### src/rtl/step_debouncer.sv
// Step push-button debouncer: two-flop synchronizer plus a tick-counting FSM
// that produces a clean level and a one-clock rising pulse. Defining
// STEP_DEBOUNCER_FALL_EN adds a matching falling-edge pulse output db_fall_tick.
module step_debouncer #(
    parameter int N_TICKS = 3,
    parameter int CW      = 8
) (
    input  logic clk,
    input  logic reset,
    input  logic tick,
    input  logic sw,
    output logic db_level,
`ifdef STEP_DEBOUNCER_FALL_EN
    output logic db_fall_tick,
`endif
    output logic db_tick
);

    typedef enum logic [1:0] {
        ZERO,
        WAIT1,
        ONE,
        WAIT0
    } state_t;

    localparam logic [CW-1:0] LAST = CW'(N_TICKS - 1);

    state_t        state;
    logic [CW-1:0] cnt;
    logic          s1;
    logic          s_sync;

    // sw is asynchronous to clk, so it is brought in through two flops.
    always_ff @(posedge clk or negedge reset) begin
        if (!reset) begin
            s1     <= 1'b0;
            s_sync <= 1'b0;
        end else begin
            s1     <= sw;
            s_sync <= s1;
        end
    end

    // A level change is accepted only after N_TICKS ticks with s_sync stable;
    // a change of s_sync always wins over a simultaneous tick.
    always_ff @(posedge clk or negedge reset) begin
        if (!reset) begin
            state    <= ZERO;
            cnt      <= '0;
            db_level <= 1'b0;
            db_tick  <= 1'b0;
`ifdef STEP_DEBOUNCER_FALL_EN
            db_fall_tick <= 1'b0;
`endif
        end else begin
            db_tick <= 1'b0;
`ifdef STEP_DEBOUNCER_FALL_EN
            db_fall_tick <= 1'b0;
`endif
            case (state)
                ZERO: begin
                    if (s_sync) begin
                        state <= WAIT1;
                        cnt   <= '0;
                    end
                end
                WAIT1: begin
                    if (!s_sync) begin
                        state <= ZERO;
                        cnt   <= '0;
                    end else if (tick) begin
                        if (cnt == LAST) begin
                            state    <= ONE;
                            cnt      <= '0;
                            db_level <= 1'b1;
                            db_tick  <= 1'b1;
                        end else begin
                            cnt <= cnt + CW'(1);
                        end
                    end
                end
                ONE: begin
                    if (!s_sync) begin
                        state <= WAIT0;
                        cnt   <= '0;
                    end
                end
                WAIT0: begin
                    if (s_sync) begin
                        state <= ONE;
                        cnt   <= '0;
                    end else if (tick) begin
                        if (cnt == LAST) begin
                            state    <= ZERO;
                            cnt      <= '0;
                            db_level <= 1'b0;
`ifdef STEP_DEBOUNCER_FALL_EN
                            db_fall_tick <= 1'b1;
`endif
                        end else begin
                            cnt <= cnt + CW'(1);
                        end
                    end
                end
                default: begin
                    state <= ZERO;
                    cnt   <= '0;
                end
            endcase
        end
    end

endmodule

### config.mk
export PLATFORM = sky130hd
export DESIGN_NAME = step_debouncer
export DESIGN_NICKNAME = d
export VERILOG_FILES = /design/src/rtl/step_debouncer.sv
export SDC_FILE = /design/constraint.sdc
export NUM_CORES = 1
export LEC_CHECK = 0
export ABC_AREA = 1
export CAP_MARGIN = 20
export CORE_UTILIZATION = 49
export DETAILED_ROUTE_END_ITERATION = 10
export PLACE_DENSITY = 0.73
export SKIP_CTS_REPAIR_TIMING = 1
export SKIP_LAST_GASP = 1
export SYNTH_ARGS = -nofsm -noshare
export SYNTH_HDL_FRONTEND = slang
export SYNTH_SLANG_ARGS = --single-unit
### constraint.sdc
create_clock -name clk -period 1.11 [get_ports clk]
set_input_delay 0.111 -clock clk [delete_from_list [all_inputs] [get_ports clk]]
set_output_delay 0.111 -clock clk [all_outputs]
set_load 0.005 [all_outputs]
==> summary.md, run 1 <==
| Metric | Value |
|---|---|
| Period Utilization, post-route | 1.14 |
| Commonest cells after routing, fill and taps aside | nand2_1 (24), buf_4 (18), dfrtp_1 (14) |
| FMAX | 0.788 GHz |
| Largest net degree at the start of global routing | 15 |
| Synth-to-Final Area Change | 36.5% |
| CTS tree | built |
| Row count | 13 |
| Crit Path Class | reg -> reg |
| FF+latch count, synth | 14 |
| Max Clock Skew | 0.00506 ns |
| CP max stage delay | 0.41 ns |
| PD cells | 1690 nW/µm² |
| Fin nets | 125 |
| Detailed placer's ending HPWL | 1050 µm |
| Post-layout min period | 1.27 ns |
| Post-synth top area share | 0.473 |
| Pre-Repair DR Iteration Count | 4 |
| Syn_nets | 97 |
| Share of layout cells above drive strength 1 | 0.322 |
| Status | finished with violations |
| Core Area | 1350 µm² |
| R2R Setup Slk | -0.16 ns |
| Leak | 0.000566 µW |
| Worst-path cell chain | inv_2 -> ha_1 -> nand2_1 -> nor2_1 -> nand2_1 -> nand2_2 -> nand2_4 -> nand2_1 -> nor2_1 |
| ANT cells | 0 |
| Die ar. | 1670 µm² |
| Worst path top cell family by delay | simple AND/OR/NAND/NOR gates |
| Worst Path Required | 1.29 ns |
| Failing checks | negative setup slack |
| Clk Latency, worst-skew pair | 0.28 ns |
| Wire length per cell | 10.5 µm |
| Clk buf depth | 2 |
| Setup violations, final | 12 |
| CTS HTree Levels | 1 |
| Synth area leader | dfrtp_1 |
| Synth top area cells | dfrtp_1 (47%), nand2_1 (13%), inv_1 (7.6%), nand2_2 (5.1%), nor2_1 (4.6%) |
| Final Hold Viols | 0 |
| Gr ovfl total | 0 |
| Chip Width | 40.9 µm |
| Post-Syn Area | 741 µm² |
| Maxcap violations | 0 |
| DRT antenna net count | 0 |
| HP Class | in -> async |
| Critical R2R Launch | cnt[0]$_DFFE_PN0P_ |
| Number of buffers and inverters on the critical path | 1 |
| Ys Warns | 0 |
| Final Max Slew Viols | 0 |
| CP startpoint kind | register |
| Critical path arrival | 1.45 ns |
| I/O pin cnt | 6 |
| Sum Neg Setup Slack | -1.50 ns |
| Critical path fanouts, max | 4 |
| Slew @ Worst Pin | 0.190 ns |
| Iteration-0 DRC Markers | 9 |
| Starting density of the core | 0.549 |
| Slew headroom | 0.872 |
| Synth cell types | 19 |
| Commonest non-fill, non-tap cell in the layout | nand2_1 |
| GRT Overall Usage | 0.194 |
| Clock-pin slew on the worst setup and hold paths | 0.09 ns |
| Initial antenna violation count | 0 |
| Critical Path End | cnt[4]$_DFFE_PN0P_ |
| Cell count of the worst reg-to-reg path | 9 |
| Vias in the first global route | 521 |
| Crit. End Element | register |
| DR vias | 629 |
| Die Ht | 40.9 µm |
| Syn Area/Cell | 8.14 µm² |
| Peak VDD IR | 0.00130 V |
| GP Congestion | 0.842 |
| Sequential share of the synthesized area | 0.473 |
| Total power | 1710 µW |
| First-pass GRT wire length | 2000 µm |
| DRC Markers | 0 |
| Via/cell ratio | 4.73 |
| Most frequent CP cell | nand2_1 |
| RSZ-0062 raised after global routing | true |
| Syn Inst Count | 91 |
| Slowest cell on crit path | dfrtp_1 |
| Stages on worst setup path | 9 |
| TritonCTS buffer count | 3 |
| PnR worst setup slack | -0.159 ns |
| Worst r2r dst | cnt[4]$_DFFE_PN0P_ |
| Drt total wl | 1400 µm |
| Clk root buf | clkbuf_4 |
| CP Launch Point | cnt[0]$_DFFE_PN0P_ |
| Clock Sinks | 14 |
| PortBufs | 5 |
==> cell type report <==
class                      instances  area [µm²]
sequential                        14         350
fill                             102         339
clock buffer                       4        36.3
tap                               15        18.8
multi-input combinational         61         355
inverter                          16        60.1
timing repair buffer              23         190
==> metal layers <==
metal	part of all wire	GRT usage	routed length, µm
met5	0	0	0
met4	0.011	0.0750	15
met3	0.039	0.0652	55
met2	0.48	0.285	672
met1	0.47	0.263	653
==> how the worst min path moves through the flow <==
stage                      start                    endpoint  slack (ns)  cells after the start
CTS                        reset          cnt[4]$_DFFE_PN0P_        0.12                      2
detailed placement  s1$_DFF_PN0_            s_sync$_DFF_PN0_        0.35                      0
global route               reset          cnt[4]$_DFFE_PN0P_        0.13                      2
global placement    s1$_DFF_PN0_            s_sync$_DFF_PN0_        0.35                      0
floorplan                  reset  asynchronous set/reset pin       -0.18                      0
finish                     reset          cnt[4]$_DFFE_PN0P_        0.12                      2
==> through the flow <==
stage	cell area (µm²)	std cells	setup slack (ns)	utilization	hold slack, ns
after floorplan	741	91	-0.0760	-	-0.185
after CTS	951	129	-0.160	0.704	0.119
after global routing	1010	133	-0.242	0.749	0.133
after detailed placement	915	125	-0.231	0.677	0.348
after global placement	915	125	-0.197	0.677	0.350
final	1010	133	-0.159	0.749	0.117
==> power breakdown <==
part	switching [µW]	internal [µW]	total (µW)
registers	65.2	588	653
logic	345	341	686
clock network	174	200	374
==> synth_stat cells, drive strengths merged <==
library cell,count
nand4,1
xnor2,1
o22ai,3
o21ai,5
nor3,2
nor2,10
dfrtp,14
or2,1
nand3,2
a21oi,1
xor2,2
inv,15
ha,2
clkinv,1
nand2,31
==> registers in the layout (all words and copies together), names as in the netlist, named ones only <==
| register | count |
|---|---|
| db_level | 1 |
| s1 | 1 |
| state | 1 |
| db_tick | 1 |
| s_sync | 1 |
| cnt | 8 |
==> cell families after synthesis <==
kind of cell | synth area share
AND/OR/NAND/NOR | 0.306
buffers and inverters | 0.0811
flip-flops | 0.473
AO/OA/AOI/OAI | 0.0709
XOR/XNOR | 0.0355
adder cells (fa/ha/maj) | 0.0338
No activity file was read; power rests on OpenSTA's default activity.
==> run 2: changes to the inputs <==
- CAP_MARGIN: 20 -> 15
==> results of run 2 <==
The final DEF is identical to that of run 1; final timing and power are the same.
==> run 3: changes to the inputs <==
- CORE_MARGIN: unset -> 10
==> run 3 against run 2 <==
Effect of this change: the run still ends with negative setup slack left; power is 16% higher; die area up 110%; clock-buffer cell count stayed put; non-clock buffer count rose by 2; cell area grew 10%; critical endpoint is now cnt[5]$_DFFE_PN0P_; largest power group unchanged.
==> summary.md, run 3 (same netlist as run 1, synthesis figures left out) <==
| Metric | Value |
|---|---|
| Maxcap violations | 0 |
| Clock Sinks | 14 |
| Switch Pwr | 724 µW |
| DRT antenna net count | 0 |
| TritonCTS buffer count | 3 |
| Post-layout util | 0.814 |
| Chip Width | 58.9 µm |
| PortBufs | 5 |
| Share of layout cells above drive strength 1 | 0.442 |
| RSZ-0062 raised after global routing | true |
| Detailed placer's ending HPWL | 1110 µm |
| Die ar. | 3470 µm² |
| Slew headroom | 0.814 |
| Max reg flops | 8 |
| Placed instance count | 124 |
| Critical Path End | cnt[5]$_DFFE_PN0P_ |
| HP Class | in -> async |
| Leak | 0.000596 µW |
| Comb pwr share | 0.472 |
| Internal Power | 1270 µW |
| Largest Register | cnt |
| Final Hold Viols | 0 |
| PD cells | 1790 nW/µm² |
| Iteration-0 DRC Markers | 13 |
| Synth-to-Final Area Change | 50.2% |
| Clock share of power | 0.191 |
| GRT Overall Usage | 0.0914 |
| Total power | 1990 µW |
| Largest net degree at the start of global routing | 15 |
| Core Area | 1370 µm² |
| Critical path fanouts, max | 3 |
| Peak VDD IR | 0.00132 V |
| FMAX | 0.770 GHz |
| Row count | 13 |
| Post-layout min period | 1.30 ns |
| Final Max Slew Viols | 0 |
| Max Clock Skew | 0.00149 ns |
| Failing checks | negative setup slack |
| DR vias | 697 |
| ANT cells | 0 |
| R2R Setup Slk | -0.19 ns |
| CTS HTree Levels | 1 |
| Post-route cell area | 1110 µm² |
| Worst Path Required | 1.31 ns |
| I/O pin cnt | 6 |
| Crit. End Element | register |
| Initial antenna violation count | 0 |
| Place WS | -0.303 ns |
| Clk Latency, worst-skew pair | 0.29 ns |
| Pre-Repair DR Iteration Count | 4 |
| Via/cell ratio | 5.16 |
| Cell count of the worst reg-to-reg path | 6 |
| First-pass GRT wire length | 2470 µm |
| Setup violations, final | 12 |
| CP startpoint kind | register |
| Drt total wl | 2000 µm |
| Seq pwr share | 0.337 |
| DRC Markers | 0 |
| Period Utilization, post-route | 1.17 |
| Sw Share | 0.364 |
| Wire length per cell | 14.8 µm |
| Non-Filler Instances | 135 |
| Critical path arrival | 1.50 ns |
| Starting density of the core | 0.542 |
| Gr ovfl total | 0 |
| Placed cell areas | 907 µm² |
| Crit Path Class | reg -> reg |
| GP Congestion | 0.772 |
| Die Ht | 58.9 µm |
| CTS tree | built |
| PnR worst setup slack | -0.189 ns |
| Vias in the first global route | 603 |
| Status | finished with violations |
| Fin nets | 127 |
| Worst r2r dst | cnt[5]$_DFFE_PN0P_ |
| Slew @ Worst Pin | 0.279 ns |
| Commonest cells after routing, fill and taps aside | nand2_1 (19), buf_4 (16), inv_1 (13), dfrtp_1 (13) |
| Clock-pin slew on the worst setup and hold paths | 0.09 ns |
| Clk buf depth | 2 |
| Commonest non-fill, non-tap cell in the layout | nand2_1 |
| Clk root buf | clkbuf_4 |
==> run 3: per-stage QoR <==
step	setup TNS, ns	hold WS [ns]
after floorplan	-0.478	-0.185
after global placement	-2.42	0.337
after detailed placement	-2.93	0.356
after CTS	-2.30	0.132
after global routing	-2.67	0.149
final	-1.98	0.127
==> run 3: worst max-delay path: stages (launching register included) <==
cell and delay, ns:
dfrtp_1 0.43, inv_1 0.09, nand2_2 0.09, a21oi_2 0.21, nand2_4 0.09, buf_4 0.15
o22ai_1 0.14
==> run 3: final cells by class <==
class	instances	area [µm²]
Clock buffer	4	36.3
Timing Repair Buffer	25	220
Tap cell	15	18.8
Sequential cell	14	352
Multi-Input combinational cell	61	425
Inverter	16	60.1
Fill cell	83	254
==> run 3: power groups by stage <==
stage / clock (µW) / sequential [µW] / combinational, µW
global route: 405 / 678 / 1030
floorplan: 0 / 659 / 316
detailed placement: 0 / 657 / 560
CTS: 380 / 647 / 566
global placement: 0 / 654 / 540
finish: 380 / 670 / 940
==> run 3: worst min-delay path by stage <==
stage / endpoint / start
6_report: cnt[4]$_DFFE_PN0P_ / reset
5_1_grt: cnt[5]$_DFFE_PN0P_ / reset
4_1_cts: cnt[4]$_DFFE_PN0P_ / reset
3_5_place_dp: s_sync$_DFF_PN0_ / s1$_DFF_PN0_
3_3_place_gp: s_sync$_DFF_PN0_ / s1$_DFF_PN0_
2_1_floorplan: asynchronous set/reset pin / reset
==> run 3: layer usage <==
layer  up-vias  global-route usage  wire [µm]
li1        335                   -          -
met1       344               0.100        841
met2        13               0.149       1060
met3         5              0.0343         62
met4         0              0.0492         29
met5         -                   0          0
